`src/rtl/click_classifier.sv`:
```
// Groups debounced press pulses into single/double/triple click events.
// Latency: triple 1 clk after the third press; single/double WINDOW+1 clks after the last press.
// Backpressure: none; every press is accepted and the outputs are unqualified 1-clk pulses.
module click_classifier #(
    parameter int unsigned WINDOW = 30_000_000
) (
    input  logic       clk,
    input  logic       reset,
    input  logic       press,
    output logic       single_click,
    output logic       double_click,
    output logic       triple_click,
    output logic       busy,
    output logic [1:0] click_count
);

    typedef enum logic {
        ST_IDLE,
        ST_WAIT
    } state_t;

    localparam logic [31:0] LAST = 32'(WINDOW - 1);

    state_t      state, state_nxt;
    logic [1:0]  count, count_nxt;
    logic [31:0] timer, timer_nxt;
    logic        single_nxt, double_nxt, triple_nxt;

    always_ff @(posedge clk or posedge reset) begin
        if (reset) begin
            state        <= ST_IDLE;
            count        <= 2'd0;
            timer        <= 32'd0;
            single_click <= 1'b0;
            double_click <= 1'b0;
            triple_click <= 1'b0;
        end else begin
            state        <= state_nxt;
            count        <= count_nxt;
            timer        <= timer_nxt;
            single_click <= single_nxt;
            double_click <= double_nxt;
            triple_click <= triple_nxt;
        end
    end

    always_comb begin
        state_nxt  = state;
        count_nxt  = count;
        timer_nxt  = timer;
        single_nxt = 1'b0;
        double_nxt = 1'b0;
        triple_nxt = 1'b0;
        case (state)
            ST_IDLE: begin
                if (press) begin
                    count_nxt = 2'd1;
                    timer_nxt = 32'd0;
                    state_nxt = ST_WAIT;
                end
            end
            ST_WAIT: begin
                // A press in the timeout cycle still belongs to the open group.
                if (press) begin
                    timer_nxt = 32'd0;
                    if (count == 2'd2) begin
                        triple_nxt = 1'b1;
                        count_nxt  = 2'd0;
                        state_nxt  = ST_IDLE;
                    end else begin
                        count_nxt = count + 2'd1;
                    end
                end else if (timer == LAST) begin
                    single_nxt = (count == 2'd1);
                    double_nxt = (count == 2'd2);
                    count_nxt  = 2'd0;
                    timer_nxt  = 32'd0;
                    state_nxt  = ST_IDLE;
                end else begin
                    timer_nxt = timer + 32'd1;
                end
            end
            default: begin
                state_nxt = ST_IDLE;
                count_nxt = 2'd0;
                timer_nxt = 32'd0;
            end
        endcase
    end

    assign busy        = (state == ST_WAIT);
    assign click_count = count;

endmodule

```
`config.mk`:
```
export PLATFORM = sky130hd
export DESIGN_NAME = click_classifier
export DESIGN_NICKNAME = d
export VERILOG_FILES = /design/src/rtl/click_classifier.sv
export SDC_FILE = /design/constraint.sdc
export NUM_CORES = 1
export LEC_CHECK = 0
export BUFFER_PORTS_ARGS = -buffer_cell sky130_fd_sc_hd__clkbuf_2
export CAP_MARGIN = 25
export CORE_AREA = 2 2 97 99
export DETAILED_ROUTE_END_ITERATION = 7
export DIE_AREA = 0 0 99 101
export GPL_TIMING_DRIVEN = 0
export PLACE_DENSITY = 0.4
export SLEW_MARGIN = 10
export SYNTH_ARGS = -nofsm -noshare
export SYNTH_HDL_FRONTEND = slang
export SYNTH_SLANG_ARGS = --single-unit
```
`constraint.sdc`:
```
create_clock -name clk -period 2.7 [get_ports clk]
set_input_delay 0.27 -clock clk [delete_from_list [all_inputs] [get_ports clk]]
set_output_delay 0.27 -clock clk [all_outputs]
set_load 0.03 [all_outputs]
```
Word-level counts from Yosys, hierarchy flattened
Index checks and enable logic that the tools add are counted.
- add/subtract/negate cells: 2
- eq/ne operators: 5
- muxes and demuxes: 23
- bitwise gates (word level): 1
- reduce and logical (&&, ||, !) cells: 1
- operators by type and width (kind ; number):
    $mux 32 ; 3
    $pmux 32 s2 ; 1
    $add 32x1->32 const B ; 1
    $eq 32x25->1 const B ; 1
    $mux 1 ; 13
    $mux 2 ; 4
    $pmux 2 s2 ; 1
    $ne 3x2->1 const B ; 1
    $add 2x1->2 const B ; 1
    $eq 2x1->1 const B ; 1
    $eq 2x2->1 const B ; 1
    $ne 2x2->1 const B ; 1
    $pmux 1 s2 ; 1
    $reduce_and 2->1 ; 1
    $not 1->1 ; 1
- register bits after elaboration: 38
- bits of input ports: 3
- output and inout port bits: 6
- word-level logic and storage cells: 38

Longest topological paths before layout
Gate-level depths: netlist of the first run.
- depth after elaboration: 4
- depth in mapped cells: 7
- mapped depth without buffers: 6

Worst setup path before layout of the first run
Ideal clock, no wire load.
- path type: register -> register
- start point: register timer[3]
- end point: register timer[29]
- library setup time: 0.069 ns
- arrival: 2.048 ns
- data required time: 2.631 ns
- path slack: 0.583 ns
- cell stages (with the launch flop): 6
- buffers on the path: 0
- period minus slack after synthesis: 2.117 ns
- cell sequence: dfrtp_1 > nand4_4 > or4_4 > or3_4 > or4_1 > nand3_1
- cells in the longest elaborated chain, start to end: 4
- elaborated cells on any way between the ends: 5
- classes of those cells: 1 x add/sub; 1 x eq/ne; 3 x mux
- ends and longest elaborated chain (element ; RTL line ; source):
    from (decl) ; 26 ; logic [31:0] timer, timer_nxt;
    from (signal assigned) ; 40 ; timer <= timer_nxt;
    $add 32x1->32 or $eq 32x25->1 (tied branches) ; 80, 73 ;
    $mux 32 * ; 73 ; end else if (timer == LAST) begin
    $mux 32 * ; 64 ; if (press) begin
    $pmux 32 s2 * ; 54 ; case (state)
Mark *: on every way between the ends. The rest lies on a longest branch, timed or not.
A chain may end at the register's enable or synchronous reset.

Final worst setup path of the first run
- start point: register timer[0]
- end point: register timer[23]
Same word-level chain as after synthesis.

==> results of run 1 <==
[worst paths after layout]
check / to / slack [ns]
min: timer[30] / 0.33
max in group asynchronous: timer[30] / 1.70
max: timer[23] / 0.24
min in group asynchronous: timer[4] / 0.52
max reg2reg: timer[23] / 0.24
min reg2reg: click_count[0] / 0.53
[power by group]
group	switching, mW	internal (mW)	total, mW
logic	0.137	0.0560	0.193
clock network	0.227	0.207	0.434
registers	0.0198	0.590	0.609
total	0.384	0.852	1.24
[cells by family (layout without fill, tap and decap cells)]
group | Yosys count | after routing | share of synthesized area
DFF | 38 | 38 | 0.421
muxes | 2 | 2 | 0.00886
adders and majority gates | 1 | 1 | 0.00554
AOI/OAI and AO/OA | 35 | 35 | 0.102
xor gates and xnor gates | 4 | 4 | 0.0155
and+or+nand+nor | 159 | 159 | 0.388
buffers and inverters | 21 | 39 | 0.0587
[critical path, stage by stage, from the launching register on]
cell and delay, ns:
dfrtp_1 0.40, ha_1 0.20, nand2_1 0.16, nor2_1 0.29
nand4_1 0.54, and2_1 0.43, a221o_1 0.33
[final cells by class]
| type | count | area share |
|---|---|---|
| Tap cell | 111 | 0.0540 |
| Sequential cell | 38 | 0.370 |
| Clock buffer | 7 | 0.0336 |
| Clock inverter | 1 | 0.00195 |
| Multi-Input combinational cell | 201 | 0.459 |
| Timing Repair Buffer | 10 | 0.0302 |
| Inverter | 6 | 0.00876 |
| Buffer | 15 | 0.0428 |
[Yosys cell counts (2+ instances only)]
| cell | count | area [um2] |
|---|---|---|
| dfrtp_1 | 38 | 951 |
| or4_1 | 4 | 30.0 |
| nor2b_1 | 4 | 25.0 |
| a21oi_1 | 2 | 10.0 |
| o21ai_0 | 13 | 65.1 |
| clkbuf_1 | 7 | 26.3 |
| nand3_1 | 30 | 150 |
| inv_1 | 6 | 22.5 |
| nor4_1 | 8 | 50.1 |
| xnor2_1 | 2 | 17.5 |
| nor2_1 | 17 | 63.8 |
| a221o_1 | 2 | 20.0 |
| o311ai_0 | 2 | 17.5 |
| and4_1 | 4 | 35.0 |
| nand4_1 | 19 | 119 |
| and3_1 | 6 | 37.5 |
| a31oi_1 | 8 | 50.1 |
| nand2b_1 | 4 | 25.0 |
| or3_1 | 8 | 50.1 |
| or2_2 | 4 | 25.0 |
| buf_6 | 4 | 45.0 |
| nor3_1 | 6 | 30.0 |
| nand2_1 | 34 | 128 |
| xor2_1 | 2 | 17.5 |
| o2111ai_1 | 2 | 17.5 |
| or3_2 | 2 | 15.0 |
| mux2i_1 | 2 | 20.0 |
[state kept, by name, summed over array words and instances, names as in the netlist]
| register | flops |
|---|---|
| busy | 1 |
| click_count | 2 |
| double_click | 1 |
| single_click | 1 |
| timer | 32 |
| triple_click | 1 |
[repair_timing]
action	in CTS	in global routing
resized for setup	1	0
setup endpoints to repair	1	0
endpoints found under the hold margin	18	0
hold buffers	1	0
[layer usage]
metal / GRT usage / share of wire
met2: 0.221 / 0.43
met3: 0.0284 / 0.049
met5: 0 / 0
met4: 0.0390 / 0.011
met1: 0.210 / 0.51
[stage by stage]
stage | setup TNS (ns) | power, mW | instance area [um2] | hold slack [ns] | std cells
after CTS | 0 | 1.25 | 2570 | 0.320 | 389
after floorplan | 0 | 0.741 | 2260 | 0.433 | 260
after detailed placement | -0.0302 | 0.814 | 2460 | 0.303 | 380
final | 0 | 1.24 | 2570 | 0.333 | 389
after global placement | -0.0265 | 0.810 | 2440 | 0.514 | 379
after global routing | 0 | 1.29 | 2570 | 0.363 | 389
==> flow_summary.toml, run 1 <==
[global_route]
grt_max_degree = 21
antenna_found_initial = 0
grt_pass1_vias = 2031
grt_overflow = 0
grt_pass1_wl_um = 11400
grt_util_all_layers = 0.145

[layout]
area_growth_pct = 13.9
num-fill-cells = 940
mostFrequentLayoutCell = "dfrtp_1"
final_util = 0.286
finalNetCount = 281
mostFrequentLayoutCells = "38 x dfrtp_1, 34 x nand2_1, 30 x nand3_1"
drive_above_1_share = 0.133
multi_input_area_um2 = 1180
diodes = 0
seqCellArea_um2 = 951

[synthesis]
ys_ff_latch = 38
synth_edf_count = 0
syn_nets = 264
ys_seq_area_frac = 0.421
netlist_instances = 260
ys_types = 47
yosysWarnings = 0
synth.avg_cell_area_um2 = 8.69
async_flop_share = 1.00
netlist_area_um2 = 2260
ys.flop_type = "dfrtp_1"

[worst_hold_path]
worst_hold_startpoint = "press"
hold_path_depth = 3
worst_hold_path_type = "in2reg"

[job]
cap_viol_max_count = 0

[placement]
finalWeightedCongestion = 0.785
dp_hpwl_um = 4790
port_buffers = 8
post-place-ws_ns = -0.0302

[routing]
viasPerCell = 5.43
drt-total-wl_um = 6970
num_vias = 2111
drc_errors = 0
first_iter_violations = 153
drtAntennaViolNets = 0
wl_per_cell_um = 17.9
dr.pass1.iters = 4

[sta]
tightest_slew_ns = 0.780
setup_violations = 0
fin_crit_sh = 0.912
setup_ws_ns = 0.237
slew_viol_final = 0
fin_crit_ns = 2.46
hold_viol = 0
skew_ns = 0.00503
max_freq_mhz = 406
rsz0062_at_grt = "false"
slew_headroom = 0.475

[floorplanning]
fp.dieArea_um2 = 10000
ios = 9
chipWidth_um = 99
rows = 35
die-height_um = 101
coreArea_um2 = 8980
start_util = 0.252

[setup_path]
required_ns = 2.88
cp-startpoint = "timer[0]"
r2r-start = "timer[0]"
crit_fanout = 10
path_class = "reg2reg"
cp-start-kind = "register"
rr_worst_depth = 6
critPathArrivalTime_ns = 2.64
crit_path_end_kind = "register"

[clocking]
cts_setup_buffers = 0
clk_pin_slew_ns = 0.08
cts-root-buf = "clkbuf_8"
htreeDepth = 2
clkLatencyLatePin_ns = 0.30
cts_sinks = 38
cts_tree = "built"
clockBufferDepth = 2
cts_buffers = 5

[pwr]
power_density_nw_per_um2 = 481
ir_worst_vdd_mv = 0.227
p_leak_nw = 1.05

[run_status]
outcome = "complete, no violations"
Note: power is estimated with default switching activity, not from simulation.
==> inputs of run 2 (changes only) <==
--- a/config.mk
+++ b/config.mk
@@ -11,7 +11,10 @@
 export DETAILED_ROUTE_END_ITERATION = 7
 export DIE_AREA = 0 0 99 101
 export GPL_TIMING_DRIVEN = 0
+export HOLD_SLACK_MARGIN = 0.05
+export MAX_ROUTING_LAYER = met4
 export PLACE_DENSITY = 0.4
+export REMOVE_ABC_BUFFERS = 1
 export SLEW_MARGIN = 10
 export SYNTH_ARGS = -nofsm -noshare
 export SYNTH_HDL_FRONTEND = slang
==> run 2 against run 1 <==
Combinational power shrank 9.8%. Utilization fell by 0.56 points. Wire length fell by 12%. Largest cell class unchanged. Global-route usage shrank 0.97 points. Final area fell by 1.9%. Worst hold slack improved by 0.040 ns. First-iteration DRC count down 26%. Critical path depth unchanged. Clock skew increased by 0.0053 ns. Largest power group unchanged.
==> flow_summary.toml, run 2 (synthesis gave the netlist of run 1 again) <==
[run_status]
outcome = "complete, no violations"

[setup_path]
cp_top_family = "simple AND/OR/NAND/NOR gates"
path_class = "reg2reg"
slowest_delay_ns = 0.50
critPathArrivalTime_ns = 2.57
crit_fanout = 7
slowest_stage = "or4_1"
required_ns = 2.92
crit_path_end_kind = "register"
path_cells = "ha_1 > nand2_1 > nor3_2 > nand4_1 > or4_1 > a31oi_1"
worst-path-buf-inv = 0
cp-start-kind = "register"

[clocking]
cts_buffers = 5
cts_sinks = 38
clockBufferDepth = 2
cts-root-buf = "clkbuf_8"
clk_pin_slew_ns = 0.09
clkLatencyLatePin_ns = 0.30
htreeDepth = 2
cts_tree = "built"

[placement]
dp_hpwl_um = 4320
finalWeightedCongestion = 0.846
post-place-ws_ns = -0.167
port_buffers = 8
post_dp_cell_area_um2 = 2390
place_inst = 367

[pwr]
total_power_mw = 1.18
power_density_nw_per_um2 = 469
p_leak_nw = 1.01
ir_worst_vdd_mv = 0.207

[sta]
fin_crit_ns = 2.35
rsz0062_at_grt = "false"
skew_ns = 0.0103
slew_viol_final = 0
setup_violations = 0
fin_crit_sh = 0.869
tns_ns = 0
max_freq_mhz = 426
hold_ws_ns = 0.373
hold_viol = 0
slew_headroom = 0.548
setup_ws_ns = 0.355
tightest_slew_ns = 0.672

[routing]
first_iter_violations = 113
drtAntennaViolNets = 0
wl_per_cell_um = 16.2
dr.pass1.iters = 5
num_vias = 2002
drc_errors = 0
drt-total-wl_um = 6160
viasPerCell = 5.27

[global_route]
grt_pass1_vias = 1904
grt_max_degree = 23
grt_overflow = 0
grt_pass1_wl_um = 10400
antenna_found_initial = 0
grt_util_all_layers = 0.136

[floorplanning]
chipWidth_um = 99
coreArea_um2 = 8980
die-height_um = 101
start_util = 0.252
rows = 35
fp.dieArea_um2 = 10000
ios = 9

[layout]
area_growth_pct = 11.6
final_util = 0.281
diodes = 0
finalNetCount = 273
drive_above_1_share = 0.145
num-fill-cells = 951
top_register = "timer"
mostFrequentLayoutCells = "38 x dfrtp_1, 34 x nand2_1, 30 x nand3_1"
design_area_um2 = 2520
mostFrequentLayoutCell = "dfrtp_1"
largest_register_ffs = 32
fin_cells = 380

[job]
cap_viol_max_count = 0

[worst_hold_path]
worst_hold_path_type = "in2reg"
[run 2: final timing paths]
check                               from        end  slack, ns  depth (start not counted)
worst min-delay path               press   timer[6]       0.37                          2
min in group asynchronous          reset   timer[5]       0.49                          3
worst min register to register  timer[0]   timer[0]       0.52                          1
max in group asynchronous          reset  timer[28]       1.75                          4
worst max-delay path            timer[0]  timer[20]       0.35                          6
worst max register to register  timer[0]  timer[20]       0.35                          6
[run 2: metal layers]
layer | vias up | track usage | routed length [um]
met2 | 26 | 0.204 | 2840
met1 | 977 | 0.190 | 3130
li1 | 994 | - | -
met5 | - | - | 0
met3 | 5 | 0.0257 | 123
met4 | 0 | 0.0316 | 68
[run 2: cell type report]
type,instances,area [um2],area share
clock buffers,5,68.8,0.0273
clock inverters,2,10.0,0.00397
inverters,6,22.5,0.00893
multi-input cells,201,1180,0.470
flip-flops and latches,38,951,0.377
well taps,111,139,0.0551
repair buffers,17,145,0.0576
[run 2: power by group]
| group | leakage (nW) | internal, mW | switching (mW) | total [mW] |
|---|---|---|---|---|
| sequential | 0.522 | 0.590 | 0.0255 | 0.615 |
| combinational | 0.442 | 0.0541 | 0.119 | 0.174 |
| clock | 0.0438 | 0.174 | 0.220 | 0.394 |
| total | 1.01 | 0.818 | 0.365 | 1.18 |
[run 2: repair_timing]
action | 4_1_cts | 5_1_grt
pin swaps | 1 | 0
buffers inserted | 5 | 0
endpoints found under the setup margin | 10 | 1
hold buffers | 1 | 0
gates resized for setup | 0 | 1
hold endpoints to repair | 16 | 0
==> inputs of run 3 (changes only) <==
--- a/config.mk
+++ b/config.mk
@@ -5,15 +5,17 @@
 export SDC_FILE = /design/constraint.sdc
 export NUM_CORES = 1
 export LEC_CHECK = 0
+export ABC_AREA = 1
+export ABC_CLOCK_PERIOD_IN_PS = 2700
 export BUFFER_PORTS_ARGS = -buffer_cell sky130_fd_sc_hd__clkbuf_2
 export CAP_MARGIN = 25
-export CORE_AREA = 2 2 97 99
+export CORE_AREA = 2 2 87 89
 export DETAILED_ROUTE_END_ITERATION = 7
-export DIE_AREA = 0 0 99 101
+export DIE_AREA = 0 0 89 91
 export GPL_TIMING_DRIVEN = 0
 export HOLD_SLACK_MARGIN = 0.05
 export MAX_ROUTING_LAYER = met4
-export PLACE_DENSITY = 0.4
+export PLACE_DENSITY = 0.5
 export REMOVE_ABC_BUFFERS = 1
 export SLEW_MARGIN = 10
 export SYNTH_ARGS = -nofsm -noshare
==> run 3 against run 2 <==
First-iteration DRC count grew 2.7%. Combinational power decreased by 29%. Worst hold slack worse by 0.12 ns. Die area down 19%. Synthesized cell count increased by 37%. Critical path depth rose by 4. Clock power is 27% higher. Fmax increased by 30%. Critical path type unchanged. Highest routed layer unchanged.
==> flow_summary.toml, run 3 <==
[run_status]
outcome = "complete, no violations"

[synthesis]
muxShareOfSynthArea = 0
synth_edf_count = 0
ys_seq_area_frac = 0.394
synth.most_common_cell = "nand2_1"
ys_ff_latch = 38
synthAdderAreaFrac = 0.00518
synth-compound-area-share = 0.0627
synthTopCellsByCount = "118 x nand2_1, 54 x nor2_1, 38 x dfrtp_1, 36 x inv_1, 30 x nand3_1"
yosysWarnings = 0
netlist_area_um2 = 2420
netlist.area_leader.share = 0.394
ys_types = 31
netlist_instances = 357
yosys-top-cells-area = "dfrtp_1 39%, nand2_1 18%, nor2_1 8.4%, nand3_1 6.2%, inv_1 5.6%"
yosys.area.top_type = "dfrtp_1"
ys.flop_type = "dfrtp_1"
synthSimpleGateAreaFrac = 0.423
async_flop_share = 1.00
synthXorXnorAreaFrac = 0.0435
synth_top_family_by_area = "simple AND/OR/NAND/NOR gates"
synth.avg_cell_area_um2 = 6.77

[setup_path]
slowest_stage = "dfrtp_1"
rr_worst_depth = 10
critPathArrivalTime_ns = 2.01
slowest_delay_ns = 0.41
required_ns = 2.90
crit_path_end_kind = "register"
r2r_slack_ns = 0.89
crit_fanout = 18
cp-start-kind = "register"
cpMostUsedCell = "nand2_1"
r2r_end = "timer[29]"
r2r-start = "timer[0]"
path_class = "reg2reg"
path_cells = "ha_1 > nand2_2 > nor2_2 > nand3b_1 > nor2_1 > nand2_1 > nand2_4 > inv_2 > nand3_1 > nand2_1"

[layout]
seqCellArea_um2 = 951
area_growth_pct = 12.3
finalNetCount = 373
top_register = "timer"
mostFrequentLayoutCells = "118 x nand2_1, 53 x nor2_1, 38 x dfrtp_1"
multi_input_area_um2 = 1290
num-fill-cells = 775
drive_above_1_share = 0.0865
fin_cells = 469
mostFrequentLayoutCell = "nand2_1"
diodes = 0
largest_register_ffs = 32

[floorplanning]
fp.dieArea_um2 = 8100
ios = 9
coreArea_um2 = 7140
chipWidth_um = 89
die-height_um = 91
start_util = 0.339
rows = 31

[sta]
setup_violations = 0
max_freq_mhz = 552
tightest_slew_ns = 0.461
slew_viol_final = 0
fin_crit_ns = 1.81
slew_headroom = 0.692
skew_ns = 0.00970
rsz0062_at_grt = "false"
tns_ns = 0
hold_viol = 0
fin_crit_sh = 0.671

[worst_hold_path]
hold_path_depth = 3
worst_hold_path_type = "in2reg"
worst_hold_startpoint = "press"
hold_end = "click_count[0]"

[job]
cap_viol_max_count = 0

[routing]
drtAntennaViolNets = 0
dr.pass1.iters = 4
first_iter_violations = 116
drt-total-wl_um = 6050
num_vias = 2223
viasPerCell = 4.74
drc_errors = 0
wl_per_cell_um = 12.9

[clocking]
clk_pin_slew_ns = 0.09
cts_buffers = 5
cts_sinks = 38
clkLatencyLatePin_ns = 0.30
cts-root-buf = "clkbuf_8"
clockBufferDepth = 2
cts_setup_buffers = 0
htreeDepth = 2
cts_tree = "built"

[placement]
dp_hpwl_um = 4510
finalWeightedCongestion = 0.874
port_buffers = 8
place_inst = 460

[global_route]
grt_pass1_vias = 2062
grt_overflow = 0
antenna_found_initial = 0
grt_util_all_layers = 0.171
grt_pass1_wl_um = 10400
grt_max_degree = 27

[pwr]
seqPwrFrac = 0.492
swShare = 0.269
pwr-share-comb = 0.100
p_leak_nw = 1.11
ir_worst_vdd_mv = 0.263
clkPwrFrac = 0.408
power_density_nw_per_um2 = 451
internal-power_mw = 0.895
switching_power_mw = 0.330
-- run 3: changes by cell type in the layout (fill, tap and decap cells not counted), sizes merged, moves of 7 or more --
cell	previous run	this run
nor2	17	61
nand2	34	121
a31oi	8	1
xor2	2	10
nand4	20	10
inv	6	37
or3	11	0
nor4	8	0
-- run 3: logic make-up (layout without fill, tap and decap cells) --
kind of cell / count (synthesis) / in the layout
buf+inv: 43 / 56
simple gates: 235 / 235
xor+xnor: 12 / 12
compound gates: 28 / 28
fa+ha+maj: 1 / 1
flops: 38 / 38
-- run 3: power by group through the flow --
stage | Combinational (mW) | Clock [mW] | Sequential (mW)
2_1_floorplan | 0.0574 | 0 | 0.630
3_3_place_gp | 0.114 | 0 | 0.613
3_5_place_dp | 0.126 | 0 | 0.614
4_1_cts | 0.127 | 0.515 | 0.603
5_1_grt | 0.137 | 0.543 | 0.607
6_report | 0.123 | 0.499 | 0.603
-- run 3: worst max-delay path, delay by kind of cell (launching register included) --
family / cells / cell delay (ns)
DFF: 1 / 0.41
and+or+nand+nor: 8 / 0.90
adders and majority gates: 1 / 0.22
buffers and inverters: 1 / 0.17
-- run 3: through the flow --
stage	hold WS (ns)	total power [mW]	util	worst slack, ns	instance area [um2]
floorplan	0.387	0.688	-	0.768	2380
global placement	0.508	0.728	0.356	-0.121	2540
detailed placement	0.229	0.740	0.363	0.836	2590
CTS	0.250	1.24	0.380	0.824	2710
global route	0.258	1.29	0.380	0.635	2710
finish	0.253	1.22	0.380	0.889	2710
-- run 3: how the worst max path moves through the flow --
stage / start / cells after the start / endpoint / slack (ns)
finish: timer[0] / 10 / timer[29] / 0.89
global route: timer[0] / 10 / timer[19] / 0.63
CTS: timer[0] / 10 / timer[22] / 0.82
detailed placement: timer[0] / 10 / timer[29] / 0.84
global placement: busy / 3 / timer[3] / -0.12
floorplan: busy / 5 / click_count[1] / 0.77
-- run 3: metal layers --
layer	global-route usage	wire length, um	vias up
met3	0.0336	252	6
met5	-	0	-
met2	0.250	2720	41
met4	0.0398	46	0
li1	-	-	1158
met1	0.246	3030	1018
-- run 3: final cells by class --
class                   count  share of cell area
repair buffers             11              0.0360
clock buffers               6              0.0267
clock inverters             2              0.0138
inverters                  37              0.0512
multi-input cells         276               0.476
flip-flops and latches     38               0.350
well taps                  99              0.0456
-- run 3: timing repair --
| item | CTS | global route |
|---|---|---|
| hold endpoints to repair | 12 | 0 |
| gates resized for setup | 0 | 0 |
| hold buffers | 1 | 0 |
